[src/rtl/result_uart_tx_if.sv]
`timescale 1ns/1ps
`default_nettype none
// ============================================================================
// Module   : result_uart_tx_if
// Purpose  : Decoder-result to UART-transmitter bundle (strobe, data, line and status).
// Revision : 1.0
// ============================================================================
interface result_uart_tx_if;
    logic        result_valid;
    logic [11:0] result_data;
    logic        uart_tx;
    logic        tx_busy;
    logic        fifo_full;
    logic        overflow;

    modport master (
        output result_valid,
        output result_data,
        input  uart_tx,
        input  tx_busy,
        input  fifo_full,
        input  overflow
    );

    modport slave (
        input  result_valid,
        input  result_data,
        output uart_tx,
        output tx_busy,
        output fifo_full,
        output overflow
    );
endinterface
`default_nettype wire

[src/rtl/result_uart_tx.sv]
`timescale 1ns/1ps
`default_nettype none
// ============================================================================
// Module   : result_uart_tx
// Purpose  : Buffers 12-bit decoder results and sends each as two 8N1 bytes.
// Revision : 1.0
// ============================================================================
module result_uart_tx #(
    parameter int CLK_FREQ   = 50_000_000,
    parameter int BAUD       = 115200,
    parameter int FIFO_DEPTH = 4
) (
    input  wire logic       clk,
    input  wire logic       sys_rst,
    result_uart_tx_if.slave bus
);

    localparam int c_CLKS_PER_BIT = CLK_FREQ / BAUD;
    localparam int c_BAUD_W = (c_CLKS_PER_BIT < 2) ? 1 : $clog2(c_CLKS_PER_BIT);
    localparam int c_PTR_W  = (FIFO_DEPTH < 2) ? 1 : $clog2(FIFO_DEPTH);
    localparam int c_CNT_W  = c_PTR_W + 1;

    localparam logic [c_BAUD_W-1:0] c_BAUD_LAST = c_BAUD_W'(c_CLKS_PER_BIT - 1);
    localparam logic [c_BAUD_W-1:0] c_BAUD_ONE  = c_BAUD_W'(1);
    localparam logic [c_PTR_W-1:0]  c_PTR_ONE   = c_PTR_W'(1);
    localparam logic [c_CNT_W-1:0]  c_CNT_ONE   = c_CNT_W'(1);
    localparam logic [c_CNT_W-1:0]  c_DEPTH     = c_CNT_W'(FIFO_DEPTH);

    generate
        if (c_CLKS_PER_BIT < 2) begin : g_bad_baud
            $error("result_uart_tx: CLK_FREQ/BAUD must be at least 2");
        end
        if ((FIFO_DEPTH < 2) || ((FIFO_DEPTH & (FIFO_DEPTH - 1)) != 0)) begin : g_bad_depth
            $error("result_uart_tx: FIFO_DEPTH must be a power of 2 and >= 2");
        end
    endgenerate

    typedef enum logic [1:0] {
        S_IDLE  = 2'd0,
        S_START = 2'd1,
        S_DATA  = 2'd2,
        S_STOP  = 2'd3
    } state_t;

    state_t r_state;
    state_t w_state_next;

    // FIFO storage and bookkeeping
    logic [11:0]         r_mem [FIFO_DEPTH];
    logic [c_PTR_W-1:0]  r_wr_ptr;
    logic [c_PTR_W-1:0]  r_rd_ptr;
    logic [c_CNT_W-1:0]  r_count;
    logic [c_CNT_W-1:0]  w_count_next;
    logic                r_full;
    logic                r_overflow;
    logic                w_push;
    logic                w_pop;
    logic                w_non_empty;
    logic [11:0]         w_head;

    // Serialiser
    logic [c_BAUD_W-1:0] r_baud_cnt;
    logic [2:0]          r_bit_idx;
    logic                r_byte_sel;
    logic [7:0]          r_shift;
    logic [7:0]          r_low_byte;
    logic                r_tx;
    logic                w_bit_done;
    logic                w_tx_next;

    // The full flag is the pre-edge value, so a same-cycle pop never admits a write.
    assign w_push      = bus.result_valid & ~r_full;
    assign w_non_empty = (r_count != '0);
    assign w_head      = r_mem[r_rd_ptr];
    assign w_bit_done  = (r_baud_cnt == c_BAUD_LAST);

    always_comb begin
        w_count_next = r_count;
        case ({w_push, w_pop})
            2'b10:   w_count_next = r_count + c_CNT_ONE;
            2'b01:   w_count_next = r_count - c_CNT_ONE;
            default: w_count_next = r_count;
        endcase
    end

    always_ff @(posedge clk) begin
        if (w_push) begin
            r_mem[r_wr_ptr] <= bus.result_data;
        end
    end

    always_ff @(posedge clk or posedge sys_rst) begin
        if (sys_rst) begin
            r_wr_ptr   <= '0;
            r_rd_ptr   <= '0;
            r_count    <= '0;
            r_full     <= 1'b0;
            r_overflow <= 1'b0;
        end else begin
            if (w_push) begin
                r_wr_ptr <= r_wr_ptr + c_PTR_ONE;
            end
            if (w_pop) begin
                r_rd_ptr <= r_rd_ptr + c_PTR_ONE;
            end
            r_count <= w_count_next;
            r_full  <= (w_count_next == c_DEPTH);
            if (bus.result_valid && r_full) begin
                r_overflow <= 1'b1;
            end
        end
    end

    always_ff @(posedge clk or posedge sys_rst) begin
        if (sys_rst) begin
            r_state <= S_IDLE;
        end else begin
            r_state <= w_state_next;
        end
    end

    // Line level is computed from the current state and registered, so the pin lags the state by one cycle.
    always_comb begin
        w_state_next = r_state;
        w_pop        = 1'b0;
        w_tx_next    = 1'b1;
        case (r_state)
            S_IDLE: begin
                if (w_non_empty) begin
                    w_pop        = 1'b1;
                    w_state_next = S_START;
                end
            end
            S_START: begin
                w_tx_next = 1'b0;
                if (w_bit_done) begin
                    w_state_next = S_DATA;
                end
            end
            S_DATA: begin
                w_tx_next = r_shift[0];
                if (w_bit_done && (r_bit_idx == 3'd7)) begin
                    w_state_next = S_STOP;
                end
            end
            S_STOP: begin
                if (w_bit_done) begin
                    w_state_next = r_byte_sel ? S_IDLE : S_START;
                end
            end
            default: begin
                w_state_next = S_IDLE;
            end
        endcase
    end

    always_ff @(posedge clk or posedge sys_rst) begin
        if (sys_rst) begin
            r_tx       <= 1'b1;
            r_baud_cnt <= '0;
            r_bit_idx  <= '0;
            r_byte_sel <= 1'b0;
            r_shift    <= '0;
            r_low_byte <= '0;
        end else begin
            r_tx <= w_tx_next;
            if (r_state == S_IDLE) begin
                r_baud_cnt <= '0;
                r_bit_idx  <= '0;
                if (w_pop) begin
                    r_shift    <= {4'hA, w_head[11:8]};
                    r_low_byte <= w_head[7:0];
                    r_byte_sel <= 1'b0;
                end
            end else if (w_bit_done) begin
                r_baud_cnt <= '0;
                if (r_state == S_DATA) begin
                    r_shift   <= {1'b0, r_shift[7:1]};
                    r_bit_idx <= r_bit_idx + 3'd1;
                end
                // High byte done: reload the low byte and go straight back to START.
                if ((r_state == S_STOP) && !r_byte_sel) begin
                    r_byte_sel <= 1'b1;
                    r_shift    <= r_low_byte;
                end
            end else begin
                r_baud_cnt <= r_baud_cnt + c_BAUD_ONE;
            end
        end
    end

    assign bus.uart_tx   = r_tx;
    assign bus.tx_busy   = (r_state != S_IDLE) | w_non_empty;
    assign bus.fifo_full = r_full;
    assign bus.overflow  = r_overflow;

endmodule
`default_nettype wire
[src/flat_wrapper.sv]
// flat-port wrapper written by rule: the top's interface ports become plain ports
module result_uart_tx_flat 
#(
    parameter int CLK_FREQ   = 50_000_000,
    parameter int BAUD       = 115200,
    parameter int FIFO_DEPTH = 4
)
  (clk, sys_rst, bus_result_valid, bus_result_data, bus_uart_tx, bus_tx_busy, bus_fifo_full, bus_overflow);
  result_uart_tx_if bus_i ();
  input  wire logic clk;
  input  wire logic sys_rst;
  input wire logic [$bits(bus_i.result_valid)-1:0] bus_result_valid;
  input wire logic [$bits(bus_i.result_data)-1:0] bus_result_data;
  output wire logic [$bits(bus_i.uart_tx)-1:0] bus_uart_tx;
  output wire logic [$bits(bus_i.tx_busy)-1:0] bus_tx_busy;
  output wire logic [$bits(bus_i.fifo_full)-1:0] bus_fifo_full;
  output wire logic [$bits(bus_i.overflow)-1:0] bus_overflow;
  assign bus_i.result_valid = bus_result_valid;
  assign bus_i.result_data = bus_result_data;
  assign bus_uart_tx = bus_i.uart_tx;
  assign bus_tx_busy = bus_i.tx_busy;
  assign bus_fifo_full = bus_i.fifo_full;
  assign bus_overflow = bus_i.overflow;
  result_uart_tx #(.CLK_FREQ(CLK_FREQ), .BAUD(BAUD), .FIFO_DEPTH(FIFO_DEPTH)) u_core (.clk(clk), .sys_rst(sys_rst), .bus(bus_i));
endmodule
[config.mk]
export PLATFORM = sky130hd
export DESIGN_NAME = result_uart_tx_flat
export DESIGN_NICKNAME = d
export VERILOG_FILES = /design/src/rtl/result_uart_tx_if.sv /design/src/rtl/result_uart_tx.sv /design/src/flat_wrapper.sv
export SDC_FILE = /design/constraint.sdc
export NUM_CORES = 1
export LEC_CHECK = 0
export ABC_AREA = 1
export CAP_MARGIN = 20
export CORE_MARGIN = 3
export CORE_UTILIZATION = 55
export DETAILED_ROUTE_END_ITERATION = 6
export PLACE_DENSITY_LB_ADDON = 0.3
export SETUP_SLACK_MARGIN = 0.05
export SLEW_MARGIN = 15
export SYNTH_ARGS = -nofsm -noshare
export SYNTH_HDL_FRONTEND = slang
export SYNTH_SLANG_ARGS = --single-unit
[constraint.sdc]
create_clock -name clk -period 3.4 [get_ports clk]
set_clock_uncertainty 0.15 [all_clocks]
set_input_delay 0.68 -clock clk [delete_from_list [all_inputs] [get_ports clk]]
set_output_delay 0.68 -clock clk [all_outputs]
set_load 0.01 [all_outputs]
==> impl_metrics.csv, run 1 <==
group,metric,value,unit
timing,setup_ws,0.251,ns
pwr,worst_ir_drop_vdd,339,uV
die,die_height,91.4,microns
clock_tree,root_buffer,"clkbuf_8",
synthesis,yosys.area_share.simple,20.4,%
synthesis,yosysTopAreaCell,"edfxtp_1",
synthesis,synth_most_common_cell,"nand2_1",
clock_tree,clock_sinks,89,
critical_path,cp.required,2.57,ns
synthesis,netlist_area,4010,sq um
detailed_routing,ant_nets,0,
detailed_routing,first_pass_iters,4,
synthesis,syn_avg_cell_area,10.3,sq um
clock_tree,clk_pin_slew,0.10,ns
synthesis,yosys.cell_types.count,34,
timing,period_share,92.6,%
synthesis,synthAdderAreaFrac,4.87,%
die,start_util,57.7,%
synthesis,synth-seq-area-share,61.6,%
global_routing,grt_pass1_wl,12600,microns
clock_tree,postCtsSetupBuffers,0,
clock_tree,postCtsHoldBufs,0,
critical_path,criticalPathCategory,"register to output pin",
timing,final_max_slew_viol_count,0,
clock_tree,clkLatencyLatePin,0.36,ns
cells_and_area,fin_nets,443,
outcome,outcome,"complete, no violations",
timing,tightest_slew,0.534,ns
synthesis,synth_top_family_by_area,"simple AND/OR/NAND/NOR gates",
detailed_routing,wirelength,7190,microns
die,fp.dieW,91.4,microns
placement,dp.final_hpwl,4920,microns
global_routing,grt-ovfl-total,0,
timing,rsz0062_at_grt,"false",
cells_and_area,fin_cells,514,
cells_and_area,syn_to_final_growth,11.5,%
clock_tree,numCtsBuffers,9,
synthesis,ys_ff_latch,89,
synthesis,syn_nets,419,
timing,setup_tns,0,ns
synthesis,synth-edff-count,48,
timing,hold_viol,0,
critical_path,cp_max_fo,15,
min_path,hold_end,"u_core.bus.overflow",
timing,fmax,318,MHz
synthesis,synthArstFlopShare,46.1,%
clock_tree,ctsResizeCount,0,
critical_path,end_kind,"output pin",
critical_path,r2r-start,"u_core.r_state[0]",
timing,maxSlewHeadroom,64.4,%
clock_tree,cts_tree,"done",
min_path,worstHoldPathCells,1,
synthesis,ys_warn_count,0,
clock_tree,htree_levels,3,
die,core_area,6940,sq um
global_routing,grt_max_degree,42,
critical_path,critPathLaunchType,"register",
synthesis,synthFlopType,"edfxtp_1",
cells_and_area,final_util,64.4,%
die,std_cell_rows,30,
placement,dp_cells,498,
placement,gp_congestion,0.912,
synthesis,synth_xor_xnor_area_share,1.09,%
synthesis,synthTopCellsByArea,"edfxtp_1 (36%), dfrtp_1 (25%), nand2_1 (7.8%)",
global_routing,grt_pass1_vias,2699,
critical_path,r2r_cells,13,
timing,fin_crit,3.15,ns
detailed_routing,dr_total_vias,2652,
placement,io_buffer_count,18,
synthesis,syn_inst,389,
die,fp.dieArea,8350,sq um
job,cap_violations,0,
cells_and_area,layout-drive-gt1-share,9.57,%
critical_path,crit_start,"u_core.r_state[0]",
synthesis,synthMuxAreaShare,0,%
cells_and_area,n_antenna_cell,0,
placement,post-place-ws,0.612,ns
timing,setup_viol,0,
critical_path,rr_endpoint,"u_core.bus.fifo_full",
die,io_pins,19,
global_routing,antenna_found_initial,0,
min_path,min_from,"u_core.bus.overflow",
synthesis,synth-compound-area-share,6.03,%
cells_and_area,fillCellCount,563,
synthesis,netlist_top_cells_count,"nand2_1 (83), edfxtp_1 (48), nor2_1 (45)",
pwr,leakage,1.95,nW
global_routing,groute.usage.overall,19.0,%
synthesis,synth.top_cell.area_share,36.0,%
clock_tree,clk_path_buf_depth,2,
min_path,min_path_type,"register to register",
detailed_routing,drt_iter0_markers,160,
detailed_routing,viasPerCell,5.16,
detailed_routing,wl_per_cell,14.0,microns
detailed_routing,drcViolationCount,0,
critical_path,rrSetupSlack,0.58,ns
critical_path,worstPathArrival,2.32,ns
pwr,pwr_density_cell,533,nW/um^2
[worst max path at each step]
stage	end	slack [ns]
after floorplan	u_core.bus.fifo_full	1.02
after global placement	bus_tx_busy	0.71
after detailed placement	u_core.bus.fifo_full	0.61
after CTS	bus_tx_busy	0.24
after global routing	bus_tx_busy	0.10
final	bus_tx_busy	0.25
[area by class of cell]
cell class / instances / area (sq um) / area share, %
Sequential cell: 89 / 2470 / 55.2
Tap cell: 96 / 120 / 2.69
Inverter: 44 / 168 / 3.75
Clock inverter: 7 / 66.3 / 1.48
Clock buffer: 9 / 124 / 2.77
Multi-Input combinational cell: 245 / 1300 / 29.0
Timing Repair Buffer: 24 / 225 / 5.04
[metrics by stage]
stage	area (sq um)	total power [mW]	hold WS (ns)
5_1_grt	4470	2.51	0.352
6_report	4470	2.38	0.311
3_5_place_dp	4280	1.72	0.294
3_3_place_gp	4280	1.70	0.289
2_1_floorplan	4010	1.58	0.292
4_1_cts	4470	2.41	0.315
[routing by layer]
layer	vias to the layer above	wire [microns]	GRT usage, %
met4	0	125	6.66
met5	-	0	0
met2	37	3550	31.7
met3	11	229	4.06
li1	1325	-	-
met1	1279	3290	24.7
[cell families (layout without fill, tap and decap cells)]
logic type | after synthesis | after routing
and+or+nand+nor | 182 | 182
DFF | 89 | 89
buffers and inverters | 55 | 84
AOI/OAI and AO/OA | 43 | 43
adders and majority gates | 15 | 15
xor gates and xnor gates | 5 | 5
[placed cells by master (no fill, tap or decap), types with 7 or more instances in the layout]
| master | synthesis | routed |
|---|---|---|
| nand2_1 | 83 | 83 |
| edfxtp_1 | 48 | 48 |
| nor2_1 | 45 | 45 |
| dfrtp_1 | 40 | 40 |
| inv_1 | 38 | 38 |
| nand3_1 | 36 | 36 |
| o21ai_0 | 25 | 25 |
| clkdlybuf4s50_1 | 0 | 18 |
| ha_1 | 14 | 14 |
| clkbuf_8 | 0 | 9 |
| a21oi_1 | 7 | 7 |
[worst max-delay path, stage by stage, from the launching register on]
cell and delay (ns):
dfrtp_1 0.43, inv_1 0.12, ha_1 0.46, inv_4 0.19, nor2_4 0.18, inv_2 0.09
clkdlybuf4s50_1 0.49
[flip-flops by register name, summed over array words and instances (netlist names)]
name                  count
u_core.bus.fifo_full      1
u_core.bus.overflow       1
u_core.bus.uart_tx        1
u_core.r_baud_cnt         9
u_core.r_bit_idx          3
u_core.r_byte_sel         1
u_core.r_count            3
u_core.r_low_byte         8
u_core.r_mem             48
u_core.r_rd_ptr           2
u_core.r_shift            8
u_core.r_state            2
u_core.r_wr_ptr           2
[power breakdown]
group          internal, mW  total (mW)  leakage (nW)  switching [mW]
combinational         0.126       0.345         0.917           0.219
sequential             1.30        1.34         0.933          0.0440
clock                 0.286       0.694        0.0986           0.408
No activity file was read; power rests on OpenSTA's default activity.
==> run 2, diff against run 1 <==
Settings changed: PLACE_DENSITY set to 0.8, PLACE_DENSITY_LB_ADDON 0.3 to not set.
==> run 2 against run 1 <==
- critical path depth stayed put
- non-clock buffer count did not move
- wire length rose by 0.82%
- sequential share of layout area fell by 0.70 points
- clock-buffer cell count unchanged
- design area increased by 1.3%
- largest cell class unchanged
- largest power group unchanged
==> impl_metrics.csv, run 2 (synthesis gave the netlist of run 1 again) <==
group,metric,value,unit
timing,setup_tns,0,ns
pwr,pwr_density_cell,569,nW/um^2
pwr,p_sw_share,25.3,%
pwr,power_frac_comb,13.7,%
timing,hold_viol,0,
timing,rsz0062_at_grt,"false",
cells_and_area,fillCellCount,530,
detailed_routing,viasPerCell,5.29,
die,fp.dieArea,8350,sq um
global_routing,grt_pass1_wl,12400,microns
clock_tree,clk_path_buf_depth,2,
min_path,min_path_type,"register to register",
global_routing,grt-ovfl-total,0,
critical_path,cp.required,2.57,ns
die,die_height,91.4,microns
critical_path,worstPathArrival,2.33,ns
placement,gp_congestion,0.923,
clock_tree,cts_tree,"done",
global_routing,grt_max_degree,42,
cells_and_area,layout-drive-gt1-share,9.57,%
pwr,p_sw,0.653,mW
global_routing,grt_pass1_vias,2722,
detailed_routing,first_pass_iters,5,
clock_tree,postCtsSetupBuffers,0,
cells_and_area,most-common-layout-cells,"nand2_1 (83), edfxtp_1 (48), nor2_1 (45)",
cells_and_area,final_util,65.2,%
cells_and_area,final_common_cell,"nand2_1",
timing,tightest_slew,0.521,ns
timing,final_max_slew_viol_count,0,
cells_and_area,max_flop_register,"u_core.r_mem",
job,cap_violations,0,
die,core_area,6940,sq um
cells_and_area,n_antenna_cell,0,
clock_tree,postCtsHoldBufs,0,
critical_path,critical_path.cell_chain,"inv_1, ha_1, inv_4, nor2_4, inv_2, clkdlybuf4s50_1",
critical_path,critPathSlowestCell,"clkdlybuf4s50_1",
pwr,clkPwrFrac,34.0,%
die,std_cell_rows,30,
timing,fin_crit,3.16,ns
outcome,outcome,"complete, no violations",
detailed_routing,ant_nets,0,
clock_tree,clkLatencyLatePin,0.35,ns
global_routing,groute.usage.overall,18.8,%
timing,setup_viol,0,
placement,io_buffer_count,18,
pwr,leakage,1.97,nW
die,fp.dieW,91.4,microns
clock_tree,clock_sinks,89,
timing,period_share,93.0,%
detailed_routing,wirelength,7250,microns
detailed_routing,wl_per_cell,14.1,microns
cells_and_area,largest_reg_flops,48,
cells_and_area,fin_nets,443,
critical_path,cp_max_fo,15,
detailed_routing,dr_total_vias,2719,
pwr,power,2.57,mW
critical_path,max_stage_delay,0.49,ns
timing,maxSlewHeadroom,65.3,%
critical_path,end_kind,"output pin",
cells_and_area,syn_to_final_growth,13.0,%
detailed_routing,drt_iter0_markers,171,
die,start_util,57.7,%
placement,dp.final_hpwl,4930,microns
timing,fmax,316,MHz
pwr,worst_ir_drop_vdd,347,uV
clock_tree,htree_levels,3,
clock_tree,clk_pin_slew,0.09,ns
critical_path,critPathLaunchType,"register",
clock_tree,root_buffer,"clkbuf_8",
pwr,intPower,1.92,mW
placement,post-place-ws,0.588,ns
timing,setup_ws,0.237,ns
detailed_routing,drcViolationCount,0,
clock_tree,ctsResizeCount,0,
clock_tree,numCtsBuffers,9,
global_routing,antenna_found_initial,0,
critical_path,criticalPathCategory,"register to output pin",
pwr,seqPwrFrac,52.3,%
die,io_pins,19,
cells_and_area,reg_top3,"u_core.r_mem (48), u_core.r_baud_cnt (9)",
run 2: cell types whose count changed in the layout (fill, tap and decap cells not counted), sizes merged:
cell,before,now
inv,49,46
clkinvlp,0,1
bufinv,0,3
clkinv,2,1
run 2: area by class of cell:
class	count	area, sq um	area share (%)
clock buffers	9	124	2.74
flip-flops and latches	89	2470	54.5
inverters	44	168	3.70
well taps	96	120	2.65
clock inverters	7	124	2.74
repair buffers	24	225	4.98
multi-input cells	245	1300	28.7
run 2: power groups by stage:
| stage | combinational (mW) | sequential, mW | clock [mW] |
|---|---|---|---|
| after floorplan | 0.210 | 1.36 | 0 |
| after global placement | 0.335 | 1.36 | 0 |
| after detailed placement | 0.359 | 1.37 | 0 |
| after CTS | 0.360 | 1.35 | 0.885 |
| after global routing | 0.397 | 1.36 | 0.948 |
| final | 0.352 | 1.35 | 0.875 |
run 2: routing by layer:
metal / wire, microns / part of all wire [%] / track usage [%] / vias up
li1: - / - / - / 1332
met1: 3160 / 44 / 24.6 / 1291
met2: 3610 / 50 / 31.6 / 87
met3: 410 / 5.7 / 3.98 / 9
met4: 78 / 1.1 / 5.78 / 0
met5: 0 / 0 / 0 / -
run 2: final timing paths:
path	from	to	slack (ns)	depth (start not counted)
min	u_core.bus.overflow	u_core.bus.overflow	0.32	1
max reg2reg	u_core.r_state[1]	u_core.bus.fifo_full	0.54	13
max	u_core.r_state[1]	bus_tx_busy	0.24	6
min reg2reg	u_core.bus.overflow	u_core.bus.overflow	0.32	1
max in group asynchronous	sys_rst	u_core.bus.uart_tx	2.13	3
min in group asynchronous	sys_rst	u_core.r_baud_cnt[6]	0.60	3
run 2: worst max-delay path: cells and delay by family (launching register included):
family	cells	cell delay [ns]
adders and majority gates	1	0.47
buffers and inverters	4	0.90
DFF	1	0.42
and+or+nand+nor	1	0.19
run 2: through the flow:
stage	hold WS [ns]	cell area, sq um	cells
after floorplan	0.292	4010	389
after global placement	0.291	4280	498
after detailed placement	0.300	4280	498
after CTS	0.320	4530	514
after global routing	0.333	4530	514
final	0.316	4530	514
